File: src/rtl/ipc_mcu_port.sv
// MCU-side access engine for the 512x8 IPC mailbox RAM: parses the SPI byte
// command stream (CMD, ADDR, LEN, data) into registered RAM reads/writes.
module ipc_mcu_port (
  input  logic       Clk,
  input  logic       nReset,
  input  logic       CsActive,
  input  logic       RxValid,
  input  logic [7:0] RxData,
  input  logic       TxTake,
  output logic       TxValid,
  output logic [7:0] TxData,
  output logic [8:0] RamAddr,
  output logic [7:0] RamWData,
  output logic       RamWE,
  output logic       RamRE,
  input  logic [7:0] RamRData,
  output logic       Busy
);

  typedef enum logic [3:0] {
    IDLE, ADDR_HI, ADDR_LO, LEN_HI, LEN_LO,
    WRITE, READ_REQ, READ_CAP, READ_HOLD, DISCARD
  } stateT;

  stateT       state, stateNext;
  logic [8:0]  addr, addrNext;
  logic [9:0]  count, countNext;
  logic        isWrite, isWriteNext;
  logic        lenHi, lenHiNext;
  logic        txValidNext, ramWENext, ramRENext, busyNext;
  logic [7:0]  txDataNext, ramWDataNext;
  logic [8:0]  ramAddrNext;

  always_ff @(posedge Clk or negedge nReset) begin
    if (!nReset) begin
      state    <= IDLE;
      addr     <= '0;
      count    <= '0;
      isWrite  <= 1'b0;
      lenHi    <= 1'b0;
      TxValid  <= 1'b0;
      TxData   <= '0;
      RamAddr  <= '0;
      RamWData <= '0;
      RamWE    <= 1'b0;
      RamRE    <= 1'b0;
      Busy     <= 1'b0;
    end else begin
      state    <= stateNext;
      addr     <= addrNext;
      count    <= countNext;
      isWrite  <= isWriteNext;
      lenHi    <= lenHiNext;
      TxValid  <= txValidNext;
      TxData   <= txDataNext;
      RamAddr  <= ramAddrNext;
      RamWData <= ramWDataNext;
      RamWE    <= ramWENext;
      RamRE    <= ramRENext;
      Busy     <= busyNext;
    end
  end

  // Every output is computed one cycle ahead here and registered above, so
  // strobes appear in the cycle after the triggering input was sampled.
  always_comb begin
    stateNext    = state;
    addrNext     = addr;
    countNext    = count;
    isWriteNext  = isWrite;
    lenHiNext    = lenHi;
    txValidNext  = TxValid;
    txDataNext   = TxData;
    ramAddrNext  = RamAddr;
    ramWDataNext = RamWData;
    ramWENext    = 1'b0;
    ramRENext    = 1'b0;

    if (!CsActive) begin
      stateNext   = IDLE;
      txValidNext = 1'b0;
    end else begin
      unique case (state)
        IDLE: if (RxValid) begin
          isWriteNext = (RxData == 8'h01);
          stateNext   = (RxData == 8'h01 || RxData == 8'h02) ? ADDR_HI : DISCARD;
        end
        ADDR_HI: if (RxValid) begin
          addrNext[8] = RxData[0];
          stateNext   = ADDR_LO;
        end
        ADDR_LO: if (RxValid) begin
          addrNext[7:0] = RxData;
          stateNext     = LEN_HI;
        end
        LEN_HI: if (RxValid) begin
          lenHiNext = RxData[0];
          stateNext = LEN_LO;
        end
        LEN_LO: if (RxValid) begin
          countNext = {1'b0, lenHi, RxData} + 10'd1;
          if (isWrite) begin
            stateNext = WRITE;
          end else begin
            stateNext   = READ_REQ;
            ramRENext   = 1'b1;
            ramAddrNext = addr;
          end
        end
        WRITE: if (RxValid) begin
          ramWENext    = 1'b1;
          ramAddrNext  = addr;
          ramWDataNext = RxData;
          addrNext     = addr + 9'd1;
          countNext    = count - 10'd1;
          if (count == 10'd1) stateNext = DISCARD;
        end
        READ_REQ: stateNext = READ_CAP;
        READ_CAP: begin
          txDataNext  = RamRData;
          txValidNext = 1'b1;
          addrNext    = addr + 9'd1;
          countNext   = count - 10'd1;
          stateNext   = READ_HOLD;
        end
        READ_HOLD: if (TxTake) begin
          txValidNext = 1'b0;
          if (count != 10'd0) begin
            stateNext   = READ_REQ;
            ramRENext   = 1'b1;
            ramAddrNext = addr;
          end else begin
            stateNext = DISCARD;
          end
        end
        DISCARD: stateNext = DISCARD;
        default: stateNext = IDLE;
      endcase
    end

    busyNext = (stateNext != IDLE);
  end

endmodule

File: config.mk
export PLATFORM = sky130hd
export DESIGN_NAME = ipc_mcu_port
export DESIGN_NICKNAME = d
export VERILOG_FILES = /design/src/rtl/ipc_mcu_port.sv
export SDC_FILE = /design/constraint.sdc
export NUM_CORES = 1
export LEC_CHECK = 0
export CAP_MARGIN = 30
export CORE_UTILIZATION = 57
export DETAILED_ROUTE_END_ITERATION = 8
export HOLD_SLACK_MARGIN = 0.15
export PLACE_DENSITY = 0.85
export SETUP_SLACK_MARGIN = 0.02
export SYNTH_ARGS = -nofsm -noshare
export SYNTH_HDL_FRONTEND = slang
export SYNTH_SLANG_ARGS = --single-unit
export TNS_END_PERCENT = 30
File: constraint.sdc
create_clock -name Clk -period 3.4 [get_ports Clk]
set_input_delay 0.68 -clock Clk [delete_from_list [all_inputs] [get_ports Clk]]
set_output_delay 0.68 -clock Clk [all_outputs]
set_load 0.02 [all_outputs]
**After elaboration in Yosys (flattened, before gate mapping)**

Cells that the tools add are included.

- Reduce and logical (&&, ||, !) cells: 17
- Add/subtract/negate cells: 3
- Eq/ne operators: 21
- Muxes and demuxes: 39

Operators by type and width:

| operator | number |
|---|---|
| 9-bit two-way mux | 6 |
| 4-bit two-way mux | 11 |
| 4-bit case mux with 10 select lines | 1 |
| 10-bit case mux with 3 select lines | 1 |
| 9-bit case mux with 3 select lines | 1 |
| 8-bit case mux with 3 select lines | 1 |
| 10-bit two-way mux | 2 |
| 4-bit by 3-bit equality test with 1-bit output (second input constant) | 4 |
| 2-bit != test (second input constant) | 7 |
| 4-bit AND reduction | 3 |
| 3-bit nonzero test | 4 |
| 1-bit two-way mux | 11 |
| 9-bit by 1-bit adder with 10-bit output (second input constant) | 1 |
| 10-bit by 1-bit equality test with 1-bit output (second input constant) | 1 |
| 10-bit nonzero test | 1 |
| 10-bit by 1-bit subtractor with 10-bit output (second input constant) | 1 |
| 9-bit by 1-bit adder with 9-bit output (second input constant) | 1 |
| 3-bit AND reduction | 3 |
| 4-bit by 2-bit equality test with 1-bit output (second input constant) | 2 |
| 4-bit equality test (second input constant) | 2 |
| 8-bit by 1-bit equality test with 1-bit output (second input constant) | 1 |
| 8-bit by 2-bit equality test with 1-bit output (second input constant) | 1 |
| 8-bit two-way mux | 1 |
| 7-bit AND reduction | 1 |
| 10 further kinds | 12 |

- Input bits: 21
- Output and inout port bits: 29
- Register bits after elaboration: 54

**Depth between registers and ports, before layout**

Gate-level depths: netlist (run 1).

- Depth after elaboration: 7
- Mapped depth: 8
- Gate-level depth less buffers: 7

**Worst setup path after synthesis (run 1)**

Ideal clock, no wire load.

- Path kind: reg2reg
- From: register count[0]
- To: register RamAddr[0]
- Cell stages (with the launch flop): 8
- Setup time: 125 ps
- Path buffers: 0
- Arrival time: 2054 ps
- Setup slack: 1221 ps
- Clock period less this slack: 2179 ps
- Cells stage by stage: dfrtp_1 -> inv_1 -> ha_1 -> or3b_4 -> or3_4 -> a21oi_4 -> nor4b_4 -> mux2_4

- Longest elaborated chain between the ends: 3

RTL lines:

| what | RTL line | source |
|---|---|---|
| from (decl) | 27 | `logic [9:0] count, countNext;` |
| from (signal assigned) | 51 | `count <= countNext;` |
| 10-bit nonzero test | 128 | `if (count != 10'd0) begin` |
| 2-bit != test (no source line) | n/a |  |
| 7-bit AND reduction (no source line) | n/a |  |
| to (signal assigned) | 56 | `RamAddr <= ramAddrNext;` |
| to (decl) | 12 | `output logic [8:0] RamAddr,` |

Every way passes these cells.
A chain may end at the register's enable or synchronous reset.

**Worst setup path after layout (run 1)**

- From: input RxData[4]
- To: register Busy

- Longest elaborated chain between the ends: 7
- Elaborated cells between the ends (all ways): 8
- Classes of those cells: 2 x eq/ne; 4 x mux; 2 x reduce/logical

RTL lines:

| what | RTL line | source |
|---|---|---|
| from (decl) | 8 | `input logic [7:0] RxData,` |
| 8-bit by 1-bit equality test with 1-bit output / 8-bit by 2-bit equality test with 1-bit output (equally long branches) | 86 | `stateNext = (RxData == 8'h01 \|\| RxData == 8'h02) ? ADDR_HI : DISCARD;` |
| 1-bit logical OR * | 86 |  |
| 4-bit two-way mux * | 86 |  |
| 4-bit two-way mux * | 84 | `IDLE: if (RxValid) begin` |
| 4-bit case mux with 10 select lines * | 83 | `unique case (state)` |
| 4-bit two-way mux * | 79 | `if (!CsActive) begin` |
| 4-bit nonzero test * | 141 | `busyNext = (stateNext != IDLE);` |
| named net busyNext | 30 | `logic txValidNext, ramWENext, ramRENext, busyNext;` |
| to (signal assigned) | 60 | `Busy <= busyNext;` |
| to (decl) | 17 | `output logic Busy` |

The timed path passes the listed nets; every way through them passes the cells marked *.

==> results of run 1 <==
## kinds of logic after synthesis
family | after synthesis | synth area share [%]
xor+xnor | 8 | 2.38
compound gates | 79 | 17.1
buf+inv | 24 | 3.48
simple gates | 91 | 16.9
mux | 28 | 11.7
fa+ha+maj | 6 | 2.55
flops | 54 | 45.9
## sequential cells by signal (all words and copies together) (netlist names), 4 cells and up
register,flops
addr,9
count,10
state,4
RamWData,8
RamAddr,9
TxData,8
## cell type report
type | instances | area share, %
clock inverters | 3 | 1.36
repair buffers | 54 | 14.5
well taps | 67 | 2.33
flip-flops and latches | 54 | 37.5
clock buffers | 5 | 1.91
inverters | 9 | 0.938
multi-input cells | 212 | 41.4
## placed cells by master (no fill, tap or decap), types with 5 or more instances in the layout
master and count:
buf_4 5, mux2_4 9, clkdlybuf4s50_1 48, dfrtp_1 54, nand3_1 7, o22ai_1 5, xnor2_1 6, inv_1 9
o21ai_0 23, a21oi_1 21, nand2_1 23, ha_1 6, nor3_1 7, mux2_2 16, a31oi_1 5, clkbuf_8 5
nor2_1 19
## per-stage QoR
stage | power [mW] | instance area, sq um | instances
2_1_floorplan | 1.77 | 2950 | 290
3_3_place_gp | 2.12 | 3480 | 396
3_5_place_dp | 2.16 | 3480 | 396
4_1_cts | 2.62 | 3600 | 404
5_1_grt | 2.78 | 3600 | 404
6_report | 2.61 | 3600 | 404
## worst register-to-register path: stages (launching register included)
cell and delay, ns:
dfrtp_1 0.44, inv_1 0.08, ha_1 0.18, or3b_4 0.43, or3_4 0.38, a21oi_4 0.21
nor4b_4 0.07, buf_4 0.21, mux2_4 0.31
## power by group through the flow
stage / combinational, mW / sequential (mW) / clock [mW]
final: 1.06 / 1.10 / 0.456
after global routing: 1.16 / 1.14 / 0.480
after CTS: 1.06 / 1.09 / 0.460
after detailed placement: 1.06 / 1.10 / 0
after global placement: 1.03 / 1.09 / 0
after floorplan: 0.641 / 1.13 / 0
## routing by layer
layer | track usage (%) | share of wire [%]
met5 | 0 | 0
met4 | 8.97 | 1.9
met3 | 4.80 | 5.7
met2 | 43.6 | 48
met1 | 37.5 | 44
## path summary, 6_finish.rpt
| kind | slack, ns | endpoint | depth (start not counted) | startpoint |
|---|---|---|---|---|
| max reg2reg | 0.99 | RamAddr[4] | 8 | count[0] |
| max | 0.83 | Busy | 6 | RxData[4] |
| min reg2reg | 0.52 | TxData[2] | 1 | TxData[2] |
| min | 0.42 | TxData[4] | 1 | nReset |
| min in group Clk | 0.52 | TxData[2] | 1 | TxData[2] |
| max in group asynchronous | 2.23 | count[9] | 2 | nReset |
==> impl_metrics.py, run 1 <==
metrics = {
    "clock_tree": {
        "ctsResizeCount": 0,
        "cts-root-buf": "clkbuf_8",
        "cts_max_level": 2,
        "path_clk_slew_ns": 0.10,
        "cts_hold_buf": 0,
        "numCtsBuffers": 5,
        "cts.path.max_buffers": 2,
        "clk_latency_ns": 0.32,
        "cts_sinks": 54,
        "cts_setup_buffers": 0,
        "cts_tree": "yes",
    },
    "finish": {
        "final-seq-area_sq_mm": 0.00135,
        "drive_gt1_share_pct": 13.6,
        "fillCellCount": 354,
        "fin_util_pct": 74.3,
        "syn2layout_area_growth_pct": 22.3,
        "nets": 363,
        "num_antenna_cells": 0,
        "multi_input_area_sq_mm": 0.00149,
    },
    "pwr": {
        "swShare_pct": 38.5,
        "power_frac_comb_pct": 40.6,
        "power_frac_clock_pct": 17.4,
        "p_sw_mw": 1.01,
        "power.internal_mw": 1.61,
        "p_leak_nw": 1.55,
        "seq_power_share_pct": 42.0,
        "vdd_drop_max_mv": 0.482,
        "powerDensity_mw_per_mm2": 726,
    },
    "logic_synthesis": {
        "synth_nets": 317,
        "ys_seq_elements": 54,
        "ys_top_cells_by_count": "dfrtp_1 (54), nand2_1 (23), o21ai_0 (23)",
        "synth_top_flop_cell": "dfrtp_1",
        "seq_area_frac_synth_pct": 45.9,
        "avgSynthCellArea_sq_um": 10.2,
        "synth_top_area_share_pct": 45.9,
        "synth_enable_flop_cells": 0,
        "syn_inst": 290,
        "synth.cell_area_sq_mm": 0.00295,
        "synthTopCellsByArea": "dfrtp_1 (46%), mux2_2 (6.1%), mux2_4 (4.6%), o21ai_0 (3.9%), a21oi_1 (3.6%)",
        "ys_async_sr_fraction_pct": 100,
        "synth_cell_type_count": 56,
        "ys_warn_count": 0,
        "synth.most_common_cell": "dfrtp_1",
        "synth_top_cell_by_area": "dfrtp_1",
    },
    "sta": {
        "layout_setup_ws_ns": 0.833,
        "max_freq_ghz": 0.390,
        "whs_ns": 0.416,
        "tns_ns": 0,
        "setup_viol": 0,
        "hold_viol": 0,
        "fin_crit_sh_pct": 75.5,
        "tightestPinTransition_ns": 0.746,
        "clock_skew_ns": 0.00594,
        "rsz0062_at_grt": "no",
        "finalMaxSlewViolations": 0,
        "period_needed_ns": 2.57,
        "relSlewSlack_pct": 50.0,
    },
    "worst_setup_path": {
        "crit_type": "in -> reg",
        "crit_slowest_cell": "or4_1",
        "cp.required_ns": 3.58,
        "cp_cell_sequence": "clkdlybuf4s50_1 -> or4_1 -> nor3_1 -> o21ai_0 -> a221oi_1 -> a41oi_1",
        "slowest_delay_ns": 0.55,
        "path_delay_family": "simple AND/OR/NAND/NOR gates",
        "cp-start-kind": "primary input",
        "cp_max_fo": 6,
        "crit_arrival_ns": 2.74,
        "worst-path-buf-inv": 1,
        "cp-end-kind": "flop",
    },
    "routing": {
        "wire_per_inst_um": 16.5,
        "viasPerCell": 6.09,
        "antenna_left": 0,
        "num_vias": 2460,
        "dr.pass1.iters": 4,
        "drc": 0,
        "drt-total-wl_mm": 6.68,
        "drtIter0Drc": 263,
    },
    "placement": {
        "place_congestion": 0.844,
        "dp_hpwl_mm": 4.68,
        "portBuffers": 49,
        "pre_cts_slack_ns": 0.545,
    },
    "floorplanning": {
        "start_util_pct": 60.7,
        "core_sq_mm": 0.00485,
        "die_w_um": 73.9,
        "ios": 50,
        "rows": 25,
        "design.die.area_sq_mm": 0.00546,
        "die_y_um": 73.9,
    },
    "global_route": {
        "globalRouteTotalUtil_pct": 27.2,
        "grt_max_degree": 36,
        "grt-ovfl-total": 0,
        "grt_pass1_vias": 2308,
        "grt_pass1_wl_mm": 11.1,
        "antenna_found_initial": 0,
    },
    "worst_hold_path": {
        "holdCritPathClass": "in -> async",
    },
    "job": {
        "max_cap_violations": 0,
    },
    "status": {
        "status": "finished, final reports clean",
    },
}
No activity file was read; power rests on OpenSTA's default activity.
==> inputs of run 2 (changes only) <==
- CORE_UTILIZATION: 57 -> 53
- PLACE_DENSITY: 0.85 -> 0.8
- clock period: 3.4 -> 2.4 ns (I/O delays scaled with it)
==> run 2 against run 1 <==
  * Combinational power rose by 61%
  * Largest power group is now combinational logic
  * Clock skew rose by 0.0035 ns
  * Global-route usage fell by 2.3 points
  * Wire length rose by 2.3%
  * Non-clock buffer count rose by 22
  * Register-to-register slack got worse by 0.85 ns
  * Die area rose by 7.3%
  * Critical path depth rose by 2
  * Power rose by 43%
  * Critical endpoint is now RamAddr[5]
  * Cell count rose by 6.2%
==> impl_metrics.py, run 2 (synthesized netlist as in run 1, its figures left out) <==
metrics = {
    "status": {
        "status": "finished, final reports clean",
    },
    "global_route": {
        "antenna_found_initial": 0,
        "grt_pass1_vias": 2358,
        "globalRouteTotalUtil_pct": 24.9,
        "grt-ovfl-total": 0,
        "grt_pass1_wl_mm": 11.6,
        "grt_max_degree": 55,
    },
    "finish": {
        "layout_common_cells": "dfrtp_1 (54), clkdlybuf4s50_1 (48), buf_4 (25)",
        "largest_reg_flops": 10,
        "stdcell_count": 429,
        "fillCellCount": 388,
        "fin_util_pct": 72.1,
        "regMostFlops": "count",
        "reg_top3": "count (10), RamAddr (9), addr (9)",
        "final_common_cell": "dfrtp_1",
        "num_antenna_cells": 0,
        "drive_gt1_share_pct": 18.9,
        "syn2layout_area_growth_pct": 28.2,
        "nets": 385,
        "design_area_sq_mm": 0.00377,
    },
    "sta": {
        "relSlewSlack_pct": 55.0,
        "tns_ns": 0,
        "tightestPinTransition_ns": 0.674,
        "rsz0062_at_grt": "yes",
        "whs_ns": 0.273,
        "max_freq_ghz": 0.443,
        "fin_crit_sh_pct": 94.1,
        "hold_viol": 0,
        "clock_skew_ns": 0.00947,
        "layout_setup_ws_ns": 0.142,
        "finalMaxSlewViolations": 0,
        "setup_viol": 0,
        "period_needed_ns": 2.26,
    },
    "floorplanning": {
        "rows": 26,
        "design.die.area_sq_mm": 0.00586,
        "ios": 50,
        "die_y_um": 76.5,
        "die_w_um": 76.5,
        "start_util_pct": 56.2,
        "core_sq_mm": 0.00524,
    },
    "worst_setup_path": {
        "slowest_delay_ns": 0.39,
        "cp-start-kind": "flop",
        "cp.required_ns": 2.60,
        "worst-path-buf-inv": 2,
        "cp-end-kind": "flop",
        "cp_cell_sequence": "inv_1 -> ha_1 -> or3b_4 -> or3_4 -> a21oi_4 -> nor4b_4 -> buf_12 -> mux2_4",
        "crit_slowest_cell": "dfrtp_1",
        "cp_max_fo": 9,
        "crit_type": "reg -> reg",
        "crit_arrival_ns": 2.46,
        "path_delay_family": "simple AND/OR/NAND/NOR gates",
    },
    "clock_tree": {
        "clk_latency_ns": 0.32,
        "cts_hold_buf": 0,
        "numCtsBuffers": 5,
        "cts_tree": "yes",
        "cts_max_level": 2,
        "cts.path.max_buffers": 2,
        "cts_sinks": 54,
        "ctsResizeCount": 0,
        "path_clk_slew_ns": 0.10,
        "cts-root-buf": "clkbuf_8",
    },
    "placement": {
        "pre_cts_slack_ns": -0.168,
        "place_congestion": 0.914,
        "dp.cells": 420,
        "dp_hpwl_mm": 4.92,
        "portBuffers": 49,
        "placed_area_sq_mm": 0.00366,
    },
    "routing": {
        "drc": 0,
        "drtIter0Drc": 168,
        "dr.pass1.iters": 4,
        "drt-total-wl_mm": 6.83,
        "antenna_left": 0,
        "wire_per_inst_um": 15.9,
        "num_vias": 2543,
        "viasPerCell": 5.93,
    },
    "pwr": {
        "vdd_drop_max_mv": 0.503,
        "powerDensity_mw_per_mm2": 989,
        "power.total_mw": 3.73,
        "p_leak_nw": 1.66,
    },
    "worst_hold_path": {
        "holdCritPathClass": "in -> async",
    },
    "job": {
        "max_cap_violations": 0,
    },
}
-- run 2: final timing paths --
path,start,end,cells after the start,slack (ns)
setup reg to reg,count[1],RamAddr[5],8,0.14
setup / recovery,count[1],RamAddr[5],8,0.14
min in group Clk,RamWData[2],RamWData[2],1,0.51
max in group asynchronous,nReset,count[1],2,1.67
hold / removal,nReset,state[2],2,0.27
hold reg to reg,RamWData[2],RamWData[2],1,0.51
-- run 2: repair_timing --
item | in CTS | in global routing
endpoints found under the hold margin | 0 | 0
buffers inserted | 0 | 1
endpoints found under the setup margin | 0 | 10
-- run 2: layout make-up --
type | instances | area (sq um) | share of cell area [%]
Inverter | 9 | 33.8 | 0.895
Timing Repair Buffer | 76 | 713 | 18.9
Tap cell | 70 | 87.6 | 2.32
Multi-Input combinational cell | 212 | 1490 | 39.5
Clock inverter | 3 | 28.8 | 0.762
Sequential cell | 54 | 1350 | 35.8
Clock buffer | 5 | 68.8 | 1.82
-- run 2: power by group --
group          internal (mW)  total, mW  switching (mW)
clock network          0.217      0.550           0.333
logic                  0.848       1.71           0.863
registers               1.21       1.47           0.258
total                   2.28       3.73            1.45
-- run 2: layer usage --
layer | vias to the layer above | wire length (um) | global-route usage, %
met3 | 5 | 360 | 4.19
met4 | 0 | 56 | 6.35
met1 | 1254 | 3070 | 34.1
li1 | 1198 | - | -
met5 | - | 0 | 0
met2 | 86 | 3350 | 41.2
